File: config.mk
export PLATFORM = sky130hd
export DESIGN_NAME = fifo_reader_flat
export DESIGN_NICKNAME = d
export VERILOG_FILES = /design/src/rtl/fifo_reader_pkg.sv /design/src/rtl/fifo_reader_if.sv /design/src/rtl/fifo_reader_skid.sv /design/src/rtl/fifo_reader.sv /design/src/flat_wrapper.sv
export SDC_FILE = /design/constraint.sdc
export NUM_CORES = 1
export LEC_CHECK = 0
export BUFFER_PORTS_ARGS = -buffer_cell sky130_fd_sc_hd__buf_4
export CELL_PAD_IN_SITES_DETAIL_PLACEMENT = 1
export CELL_PAD_IN_SITES_GLOBAL_PLACEMENT = 1
export CORE_MARGIN = 3
export CORE_UTILIZATION = 45
export CTS_CLUSTER_DIAMETER = 80
export CTS_CLUSTER_SIZE = 25
export DETAILED_ROUTE_END_ITERATION = 6
export HOLD_SLACK_MARGIN = 0.1
export PLACE_DENSITY = 0.9
export SYNTH_ARGS = -nofsm -noshare
export SYNTH_HDL_FRONTEND = slang
export SYNTH_SLANG_ARGS = --single-unit
File: constraint.sdc
create_clock -name clk -period 7.8 [get_ports clk]
set_input_delay 1.95 -clock clk [delete_from_list [all_inputs] [get_ports clk]]
set_output_delay 1.95 -clock clk [all_outputs]
set_load 0.01 [all_outputs]
File: src/rtl/fifo_reader_pkg.sv
`default_nettype none
// ============================================================================
//  Module      : fifo_reader_pkg
//  Description : Shared constants and FSM state type for the FIFO reader.
//                C_DATA_W_DEFAULT - default data width
//                C_SKID_DEPTH     - output buffer entries (fixed at 2)
//                C_WORD_CNT_W     - width of the optional handshake counter
//                state_t          - reader FSM states
//  Revision    : 1.0 - initial release
// ============================================================================
package fifo_reader_pkg;

    localparam int C_DATA_W_DEFAULT = 8;
    localparam int C_SKID_DEPTH     = 2;
    localparam int C_WORD_CNT_W     = 16;

    typedef enum logic [1:0] {
        IDLE   = 2'd0,
        STREAM = 2'd1,
        SINGLE = 2'd2,
        WAIT   = 2'd3
    } state_t;

endpackage
`default_nettype wire

File: src/rtl/fifo_reader_if.sv
`default_nettype none
// ============================================================================
//  Module      : fifo_reader_if
//  Description : FIFO-side and downstream-side signals of the FIFO reader.
//                fifo_data/fifo_ef/fifo_aef/fifo_vf/fifo_uf : from the FIFO
//                fifo_rd_en                                 : pop to the FIFO
//                dout/dout_vld                              : to downstream
//                dout_rdy                                   : from downstream
//                master modport = reader side, slave = FIFO + sink side.
//  Revision    : 1.0 - initial release
// ============================================================================
interface fifo_reader_if
    import fifo_reader_pkg::*;
#(
    parameter int DATA_W = C_DATA_W_DEFAULT
) ();

    logic [DATA_W-1:0] fifo_data;
    logic              fifo_ef;
    logic              fifo_aef;
    logic              fifo_vf;
    logic              fifo_uf;
    logic              fifo_rd_en;
    logic [DATA_W-1:0] dout;
    logic              dout_vld;
    logic              dout_rdy;

    modport master (
        input  fifo_data, fifo_ef, fifo_aef, fifo_vf, fifo_uf, dout_rdy,
        output fifo_rd_en, dout, dout_vld
    );

    modport slave (
        output fifo_data, fifo_ef, fifo_aef, fifo_vf, fifo_uf, dout_rdy,
        input  fifo_rd_en, dout, dout_vld
    );

endinterface
`default_nettype wire

File: src/rtl/fifo_reader_skid.sv
`default_nettype none
// ============================================================================
//  Module      : fifo_reader_skid
//  Description : Small circular output buffer for the FIFO reader.
//                i_push/i_push_data : write one word
//                i_pop              : remove the head word
//                o_dout/o_dout_vld  : head word and its valid flag
//                o_occupancy        : number of words held
//                The head is read straight from storage, so it cannot change
//                while no pop happens.
//  Revision    : 1.0 - initial release
// ============================================================================
module fifo_reader_skid
    import fifo_reader_pkg::*;
#(
    parameter int DATA_W     = C_DATA_W_DEFAULT,
    parameter int SKID_DEPTH = C_SKID_DEPTH
) (
    input  wire logic                                 clk,
    input  wire logic                                 rst_n,
    input  wire logic                                 i_push,
    input  wire logic [DATA_W-1:0]                    i_push_data,
    input  wire logic                                 i_pop,
    output logic      [DATA_W-1:0]                    o_dout,
    output logic                                      o_dout_vld,
    output logic      [$clog2(SKID_DEPTH + 1)-1:0]    o_occupancy
);

    localparam int C_OCC_W = $clog2(SKID_DEPTH + 1);
    // Pointers wrap by natural overflow; depth is a power of two (2).
    localparam int C_PTR_W = $clog2(SKID_DEPTH);

    logic [DATA_W-1:0]  r_mem [SKID_DEPTH];
    logic [C_PTR_W-1:0] r_wr_ptr;
    logic [C_PTR_W-1:0] r_rd_ptr;
    logic [C_OCC_W-1:0] r_occ;
    logic               w_pop;
    logic               w_push;

    assign w_pop  = i_pop && (r_occ != '0);
    // A push into a full buffer is only legal when the head leaves that cycle.
    assign w_push = i_push && ((r_occ != C_OCC_W'(SKID_DEPTH)) || w_pop);

    always_ff @(posedge clk or negedge rst_n) begin
        if (!rst_n) begin
            for (int i = 0; i < SKID_DEPTH; i++) begin
                r_mem[i] <= '0;
            end
            r_wr_ptr <= '0;
            r_rd_ptr <= '0;
            r_occ    <= '0;
        end else begin
            if (w_push) begin
                r_mem[r_wr_ptr] <= i_push_data;
                r_wr_ptr        <= r_wr_ptr + C_PTR_W'(1);
            end
            if (w_pop) begin
                r_rd_ptr <= r_rd_ptr + C_PTR_W'(1);
            end
            case ({w_push, w_pop})
                2'b10:   r_occ <= r_occ + C_OCC_W'(1);
                2'b01:   r_occ <= r_occ - C_OCC_W'(1);
                default: r_occ <= r_occ;
            endcase
        end
    end

    assign o_dout      = r_mem[r_rd_ptr];
    assign o_dout_vld  = (r_occ != '0);
    assign o_occupancy = r_occ;

endmodule
`default_nettype wire

File: src/rtl/fifo_reader.sv
`default_nettype none
// ============================================================================
//  Module      : fifo_reader
//  Description : Pulls words from a latency-1 FIFO into a 2-entry output
//                buffer and presents them on a valid/ready interface.
//                clk      : rising-edge clock
//                rst_n    : asynchronous active-low reset
//                enable   : permits new reads
//                bus      : fifo_reader_if.master (FIFO + downstream signals)
//                err      : sticky error (underflow or unexpected valid)
//                word_cnt : downstream handshake count, present only when
//                           FIFO_READER_STATS_EN is defined
//  Revision    : 1.0 - initial release
// ============================================================================
module fifo_reader
    import fifo_reader_pkg::*;
#(
    parameter int DATA_W     = C_DATA_W_DEFAULT,
    parameter int SKID_DEPTH = C_SKID_DEPTH
) (
    input  wire logic             clk,
    input  wire logic             rst_n,
    input  wire logic             enable,
    fifo_reader_if.master         bus,
    output logic                  err
`ifdef FIFO_READER_STATS_EN
    ,
    output logic [C_WORD_CNT_W-1:0] word_cnt
`endif
);

    localparam int C_OCC_W = $clog2(SKID_DEPTH + 1);

    state_t             r_state;
    logic               r_inflight;
    logic               r_vf_mask;
    logic               r_err;
    logic               w_push;
    logic               w_pop;
    logic               w_credit;
    logic               w_rd_en;
    logic [C_OCC_W-1:0] w_occ;
    logic [C_OCC_W:0]   w_committed;
    logic [DATA_W-1:0]  w_dout;
    logic               w_dout_vld;

    // Only a word we actually asked for is captured.
    assign w_push = bus.fifo_vf && r_inflight;
    assign w_pop  = w_dout_vld && bus.dout_rdy;

    // Words that will sit in the buffer after this edge. A new read issued
    // now lands one cycle later, so it is safe only while this stays below
    // the buffer depth; counting this cycle's pop keeps STREAM at full rate.
    assign w_committed = {1'b0, w_occ} + (C_OCC_W + 1)'(r_inflight)
                       - (C_OCC_W + 1)'(w_pop);
    assign w_credit    = (w_committed < (C_OCC_W + 1)'(SKID_DEPTH));

    // Read issue is a decode of the registered state; it deliberately does
    // not look at enable so a read already under way in STREAM completes.
    // STREAM stops at almost-empty so the last word goes through SINGLE.
    always_comb begin
        w_rd_en = 1'b0;
        case (r_state)
            STREAM:  w_rd_en = w_credit && !bus.fifo_ef && !bus.fifo_aef;
            SINGLE:  w_rd_en = w_credit && !bus.fifo_ef;
            default: w_rd_en = 1'b0;
        endcase
    end

    always_ff @(posedge clk or negedge rst_n) begin
        if (!rst_n) begin
            r_state    <= IDLE;
            r_inflight <= 1'b0;
            r_vf_mask  <= 1'b1;
            r_err      <= 1'b0;
        end else begin
            r_inflight <= w_rd_en;
            // Until the first read after reset, a valid strobe is the echo of
            // a read discarded by the reset and is not an error.
            if (w_rd_en) begin
                r_vf_mask <= 1'b0;
            end
            if (bus.fifo_uf || (bus.fifo_vf && !r_inflight && !r_vf_mask)) begin
                r_err <= 1'b1;
            end
            case (r_state)
                IDLE: begin
                    if (enable && !bus.fifo_ef) begin
                        r_state <= bus.fifo_aef ? SINGLE : STREAM;
                    end
                end
                STREAM: begin
                    if (!enable || bus.fifo_ef) begin
                        r_state <= IDLE;
                    end else if (bus.fifo_aef) begin
                        r_state <= SINGLE;
                    end
                end
                SINGLE: begin
                    if (w_rd_en) begin
                        r_state <= WAIT;
                    end else if (bus.fifo_ef) begin
                        r_state <= IDLE;
                    end
                end
                // One idle cycle so the FIFO flags catch up with the pop.
                WAIT:    r_state <= IDLE;
                default: r_state <= IDLE;
            endcase
        end
    end

    fifo_reader_skid #(
        .DATA_W     (DATA_W),
        .SKID_DEPTH (SKID_DEPTH)
    ) u_skid (
        .clk         (clk),
        .rst_n       (rst_n),
        .i_push      (w_push),
        .i_push_data (bus.fifo_data),
        .i_pop       (w_pop),
        .o_dout      (w_dout),
        .o_dout_vld  (w_dout_vld),
        .o_occupancy (w_occ)
    );

    assign bus.fifo_rd_en = w_rd_en;
    assign bus.dout       = w_dout;
    assign bus.dout_vld   = w_dout_vld;
    assign err            = r_err;

`ifdef FIFO_READER_STATS_EN
    logic [C_WORD_CNT_W-1:0] r_word_cnt;

    always_ff @(posedge clk or negedge rst_n) begin
        if (!rst_n) begin
            r_word_cnt <= '0;
        end else if (w_pop) begin
            r_word_cnt <= r_word_cnt + C_WORD_CNT_W'(1);
        end
    end

    assign word_cnt = r_word_cnt;
`endif

endmodule
`default_nettype wire

File: src/flat_wrapper.sv
// flat-port wrapper written by rule: the top's interface ports become plain ports
module fifo_reader_flat import fifo_reader_pkg::*;
#(
    parameter int DATA_W     = C_DATA_W_DEFAULT,
    parameter int SKID_DEPTH = C_SKID_DEPTH
)
  (clk, rst_n, enable, err, bus_fifo_data, bus_fifo_ef, bus_fifo_aef, bus_fifo_vf, bus_fifo_uf, bus_dout_rdy, bus_fifo_rd_en, bus_dout, bus_dout_vld);
  fifo_reader_if #(.DATA_W(DATA_W)) bus_i ();
  input  wire logic clk;
  input  wire logic rst_n;
  input  wire logic enable;
  output logic err;
  input wire logic [$bits(bus_i.fifo_data)-1:0] bus_fifo_data;
  input wire logic [$bits(bus_i.fifo_ef)-1:0] bus_fifo_ef;
  input wire logic [$bits(bus_i.fifo_aef)-1:0] bus_fifo_aef;
  input wire logic [$bits(bus_i.fifo_vf)-1:0] bus_fifo_vf;
  input wire logic [$bits(bus_i.fifo_uf)-1:0] bus_fifo_uf;
  input wire logic [$bits(bus_i.dout_rdy)-1:0] bus_dout_rdy;
  output wire logic [$bits(bus_i.fifo_rd_en)-1:0] bus_fifo_rd_en;
  output wire logic [$bits(bus_i.dout)-1:0] bus_dout;
  output wire logic [$bits(bus_i.dout_vld)-1:0] bus_dout_vld;
  assign bus_i.fifo_data = bus_fifo_data;
  assign bus_i.fifo_ef = bus_fifo_ef;
  assign bus_i.fifo_aef = bus_fifo_aef;
  assign bus_i.fifo_vf = bus_fifo_vf;
  assign bus_i.fifo_uf = bus_fifo_uf;
  assign bus_i.dout_rdy = bus_dout_rdy;
  assign bus_fifo_rd_en = bus_i.fifo_rd_en;
  assign bus_dout = bus_i.dout;
  assign bus_dout_vld = bus_i.dout_vld;
  fifo_reader #(.DATA_W(DATA_W), .SKID_DEPTH(SKID_DEPTH)) u_core (.clk(clk), .rst_n(rst_n), .enable(enable), .bus(bus_i), .err(err));
endmodule
==> reports/metrics.csv, run 1 <==
metric,value,unit
run status,completed,
Global Route met1 Usage,20.56,%
IO buf count,26,
main combinational cell family by area after synthesis,multiplexers,
"Reg clk slew, reported paths",0.13,ns
Gate Count Post-Synth,96,
synth top area cells,"dfrtp_1 48%, mux2_2 22%, ha_1 6.0%",
Hold Startpoint,u_core.err$_DFFE_PN0P_,
Synth Area in Simple Gates,7.784,%
Skew-Pair Late Insertion Delay,0.32,ns
Post-CTS Setup Inserts,0,
RSZ-0062 raised after global routing,false,
first-pass GRT wire length,4574,um
number of global-route vias before repair,967,
# IOs,27,
hold crit path type,flip-flop to flip-flop,
Final Setup Violations,0,
Syn Std Cell Area,1254,sq um
#FFs+latches synth,25,
GRT Max-Usage Layer,met2,
Yosys cell types,28,
# Max-Cap Violations,0,
detailed placement HPWL,2178,um
mux cell area share after synthesis,21.56,%
core area,2567,sq um
largest net degree at the start of global routing,26,
Power Dens Cells,351.0,nW/um^2
clk buf depth,2,
crit path DAT,4.06,ns
CTS tree,done,
Pre-Repair DR Iteration Count,2,
root buffer cell,clkbuf_4,
"commonest non-fill, non-tap cell in the layout",buf_4,
antenna violations before repair,0,
DIE AREA,3455,sq um
Synth top area share,47.90,%
critical path class,input pin to output pin,
Area Growth Syn to Fin,20.66,%
fin util,58.92,%
drt via density,5.381,
1st-iter DRT viols,16,
Crit. End Element,output pin,
met3 Use GR,4.386,%
Mean Syn Cell Area,13.06,sq um
htree depth,1,
CP Launch Type,input pin,
XOR/XNOR Fraction of Synth Area,4.192,%
headroom to the max-slew limit,66.27,%
GR Overflow Total,0,
chip width,58.78,um
Worst-Margin Slew,0.5054,ns
Synth warnings,0,
routability cong.,0.8546,
antenna-violating nets left,0,
Detailed Route WL,2817,um
multi-input combinational cell area,600.6,sq um
"commonest cells after routing, fill and taps aside","26 x buf_4, 24 x mux2_2, 24 x dfrtp_1",
leakage power,0.7331,nW
biggest area consumer among synthesized cells,dfrtp_1,
CTS resizes,0,
max-slew violations,0,
Synthesized Nets,119,
drt drc,0,
CP Max Fanout,3,
CTS buffer count,3,
wire per inst,18.17,um
Initial Utilization,48.83,%
# clock sinks,25,
# diodes,0,
cts-stage hold buffer count,0,
Final Hold Violating Endpoints,0,
GRT Overall Usage,18.05,%
worst IR drop on VDD,207.7,uV
post-synthesis sequential area ratio,50.00,%
Synth Area in Adders,7.585,%
fmax,166.3,MHz
post-route cell area,1513,sq um
Cell Rows,18,
filler instances,274,
crit path launch,bus_dout_rdy,
Compound-Gate Fraction of Synth Area,6.786,%
Final min period,6.015,ns
register area,626.9,sq um
Hold WS,0.5068,ns
met2 usage,31.70,%
Chip Height,58.78,um
clk_skew,0.004792,ns
setup TNS,0,ns
via count,834,
Area after DPL,1483,sq um
worst flop-to-flop path startpoint,u_core.u_skid.o_occupancy[0]$_DFFE_PN0P_,
worst endpoint required time,5.85,ns
Final Cycle Share,77.11,%
share of layout cells above drive strength 1,47.20,%
nets,149,
-- through the flow --
stage | power [W] | worst slack (ns) | std cells
6_report | 0.0005310 | 1.785 | 155
5_1_grt | 0.0005711 | 1.624 | 155
4_1_cts | 0.0005388 | 1.790 | 155
3_5_place_dp | 0.0004754 | 1.847 | 151
3_3_place_gp | 0.0004518 | 2.020 | 151
2_1_floorplan | 0.0003833 | 2.264 | 96
-- synthesized netlist by cell type --
cell type / number
dfrtp_1: 24
a2bb2oi_1: 1
xnor2_1: 5
nand2b_1: 2
o22ai_1: 1
nand2_1: 2
inv_1: 6
mux2_2: 24
or2_2: 1
nor2b_1: 2
nor2_1: 3
xor2_1: 1
dfstp_2: 1
a21boi_0: 1
a221oi_1: 1
nand3b_1: 1
o22a_1: 1
nor2_2: 2
and3_1: 1
ha_1: 6
fa_1: 1
o311ai_4: 1
nand3_1: 2
nor3_1: 1
a21oi_1: 2
clkbuf_1: 1
and2_1: 1
a211o_1: 1
-- power by group --
group | switching, W | internal [W]
combinational | 0.000106 | 0.000138
sequential | 0.0000469 | 0.000181
clock | 0.0000395 | 0.0000196
total | 0.000193 | 0.000338
-- registers in the layout, indices dropped and copies added, names as in the netlist --
| name | count |
|---|---|
| u_core.u_skid.r_rd_ptr | 1 |
| u_core.u_skid.o_occupancy | 2 |
| u_core.err | 1 |
| u_core.u_skid.r_mem | 16 |
| u_core.u_skid.r_wr_ptr | 1 |
| u_core.r_vf_mask | 1 |
| u_core.r_state | 2 |
| u_core.r_inflight | 1 |
-- critical path, stage by stage --
cell and delay (ns):
buf_4 0.12, and2_1 0.17, ha_1 0.30, nand2b_1 0.18, fa_1 0.40, xnor2_1 0.21
nand3_1 0.14, nor3_1 0.39, buf_4 0.20
-- metal layers --
| layer | up-vias | share of wire [%] |
|---|---|---|
| li1 | 392 | - |
| met1 | 414 | 39 |
| met2 | 18 | 54 |
| met3 | 10 | 3.7 |
| met4 | 0 | 2.9 |
| met5 | - | 0 |
-- path summary, 6_finish.rpt --
kind	end	slack (ns)	cells past startpoint
setup / recovery	bus_fifo_rd_en	1.79	9
hold / removal	u_core.err$_DFFE_PN0P_	0.51	1
setup reg to reg	u_core.r_state[0]$_DFFE_PN0P_	4.92	9
hold reg to reg	u_core.err$_DFFE_PN0P_	0.51	1
max in group asynchronous	u_core.r_vf_mask$_DFFE_PN1N_	6.01	1
min in group asynchronous	u_core.u_skid.r_mem[7]$_DFFE_PN0P_	1.50	1
-- kinds of logic after synthesis --
kind of cell,after synthesis
AOI/OAI and AO/OA,9
xor gates and xnor gates,6
adders and majority gates,7
buffers and inverters,7
DFF,25
muxes,24
and+or+nand+nor,18
-- layout make-up --
type	count	area share [%]
sequential	25	41.44
multi-input combinational	64	39.70
clock inverter	1	0.4963
inverter	6	1.489
clock buffer	3	1.489
tap	30	2.481
timing repair buffer	26	12.90
(Power assumes the default switching activity.)
==> run 2: changes to the inputs <==
--- a/config.mk
+++ b/config.mk
@@ -9,12 +9,12 @@
 export CELL_PAD_IN_SITES_DETAIL_PLACEMENT = 1
 export CELL_PAD_IN_SITES_GLOBAL_PLACEMENT = 1
 export CORE_MARGIN = 3
-export CORE_UTILIZATION = 45
+export CORE_UTILIZATION = 38
 export CTS_CLUSTER_DIAMETER = 80
 export CTS_CLUSTER_SIZE = 25
 export DETAILED_ROUTE_END_ITERATION = 6
 export HOLD_SLACK_MARGIN = 0.1
-export PLACE_DENSITY = 0.9
+export PLACE_DENSITY = 0.82
 export SYNTH_ARGS = -nofsm -noshare
 export SYNTH_HDL_FRONTEND = slang
 export SYNTH_SLANG_ARGS = --single-unit
==> constraint.sdc (replaced) <==
create_clock -name clk -period 5.25 [get_ports clk]
set_input_delay 1.3125 -clock clk [delete_from_list [all_inputs] [get_ports clk]]
set_output_delay 1.3125 -clock clk [all_outputs]
set_load 0.01 [all_outputs]
==> run 2 against run 1 <==
Compared with the run above:
- non-clock buffer count stayed put
- combinational power rose by 44%
- critical path type unchanged
- cell count is 9.0% higher
- highest routed layer unchanged
- flip-flop and latch count did not move
==> reports/metrics.csv, run 2 (same netlist as run 1, synthesis figures left out) <==
metric,value,unit,change
run status,completed,,
hold crit path type,flip-flop to flip-flop,,
GRT Overall Usage,14.38,%,-3.7 points
nets,149,,unchanged
Post-CTS Setup Inserts,0,,unchanged
Cell Rows,20,,+2
number of global-route vias before repair,1021,,+5.6%
root buffer cell,clkbuf_4,,
chip width,63.44,um,+7.9%
# diodes,0,,unchanged
Worst-Margin Slew,0.4514,ns,-0.05404 ns
CP Cell Sequence,"buf_4, and2_1, ha_1, nand2b_1, fa_1, xnor2_1, nand3_1, nor3_1, buf_4",,
clk buf depth,2,,unchanged
RSZ-0062 raised after global routing,false,,
Critical path buffers and inverters,2,,unchanged
Initial Utilization,40.40,%,-8.4 points
Final Cycle Share,87.10,%,
share of layout cells above drive strength 1,46.40,%,-0.80 points
critical path class,input pin to output pin,,
CTS buffer count,3,,unchanged
fin util,49.19,%,-9.7 points
Final Hold Violating Endpoints,0,,unchanged
# Max-Cap Violations,0,,unchanged
"worst slack, placed",0.6714,ns,-1.176 ns
clk_skew,0.001889,ns,-0.002902 ns
DIE AREA,4025,sq um,+16%
IO buf count,26,,unchanged
final worst slack,0.6770,ns,-1.108 ns
drt via density,4.970,,-7.6%
# IOs,27,,unchanged
"commonest cells after routing, fill and taps aside","26 x buf_4, 24 x mux2_2, 24 x dfrtp_1",,
Power Dens Cells,505.7,nW/um^2,+44%
CTS resizes,0,,unchanged
Crit. End Element,output pin,,
max-slew violations,0,,unchanged
"Reg clk slew, reported paths",0.13,ns,about the same
# clock sinks,25,,unchanged
worst endpoint required time,3.94,ns,-1.91 ns
htree depth,1,,unchanged
headroom to the max-slew limit,69.88,%,+3.6 points
most frequent cell on the critical path,buf_4,,
GR Overflow Total,0,,unchanged
CP Launch Type,input pin,,
1st-iter DRT viols,22,,+6
Biggest register,u_core.u_skid.r_mem,,
largest net degree at the start of global routing,26,,unchanged
CP peak stage delay,0.38,ns,-0.02 ns
Final min period,4.573,ns,
max reg flops,16,,unchanged
detailed placement HPWL,1946,um,-11%
Final Setup Violations,0,,unchanged
routability cong.,0.7776,,-9.0%
Area Growth Syn to Fin,21.76,%,
via count,840,,+0.72%
"Slowest-stage cell, CP",fa_1,,
wire per inst,14.51,um,-20%
fmax,218.7,MHz,
worst IR drop on VDD,182.1,uV,-12%
"commonest non-fill, non-tap cell in the layout",buf_4,,
first-pass GRT wire length,4533,um,-0.90%
setup TNS,0,ns,unchanged
antenna-violating nets left,0,,unchanged
Detailed Route WL,2452,um,-13%
drt drc,0,,unchanged
Pre-Repair DR Iteration Count,2,,unchanged
CP Max Fanout,3,,unchanged
antenna violations before repair,0,,unchanged
leakage power,0.7342,nW,+0.14%
Chip Height,63.44,um,+7.9%
crit path DAT,3.26,ns,-0.80 ns
cts-stage hold buffer count,0,,unchanged
"Largest delay share family, worst path",simple AND/OR/NAND/NOR gates,,
Skew-Pair Late Insertion Delay,0.32,ns,about the same
core area,3103,sq um,+21%
CTS tree,done,,
## run 2: path summary, 6_finish.rpt
path	endpoint	cells after the start	from	slack, ns
max in group asynchronous	u_core.r_vf_mask$_DFFE_PN1N_	1	rst_n	4.09
worst max-delay path	bus_fifo_rd_en	9	bus_dout_rdy	0.68
min in group asynchronous	u_core.u_skid.r_mem[6]$_DFFE_PN0P_	1	rst_n	0.87
worst min-delay path	u_core.err$_DFFE_PN0P_	1	u_core.err$_DFFE_PN0P_	0.49
worst min register to register	u_core.err$_DFFE_PN0P_	1	u_core.err$_DFFE_PN0P_	0.49
worst max register to register	u_core.r_state[0]$_DFFE_PN0P_	9	u_core.u_skid.o_occupancy[0]$_DFFE_PN0P_	2.39
## run 2: cell type report
type / instances / area [sq um]
clock buffer: 4 / 26.28
multi-input combinational: 64 / 600.6
tap: 44 / 55.05
timing repair buffer: 26 / 195.2
sequential: 25 / 626.9
fill: 357 / 1577
inverter: 6 / 22.52
## run 2: power by group
part	switching [W]	leakage [nW]	internal [W]
clock	0.0000570	0.0150	0.0000297
sequential	0.0000659	0.323	0.000268
combinational	0.000148	0.396	0.000203
## run 2: metal layers
metal	global-route usage, %	up-vias	wire (um)
met5	0	-	0
met4	5.930	0	49
met3	3.922	7	114
met2	24.25	25	1285
met1	17.20	419	1002
li1	-	389	-
## run 2: metrics by stage
step	area (sq um)	cells	hold slack, ns	power, W
3_5_place_dp	1500	165	0.4719	0.0006981
2_1_floorplan	1254	96	0.4655	0.0005695
4_1_cts	1526	169	0.4974	0.0007866
5_1_grt	1526	169	0.5021	0.0008465
3_3_place_gp	1500	165	0.4573	0.0006729
6_report	1526	169	0.4921	0.0007719
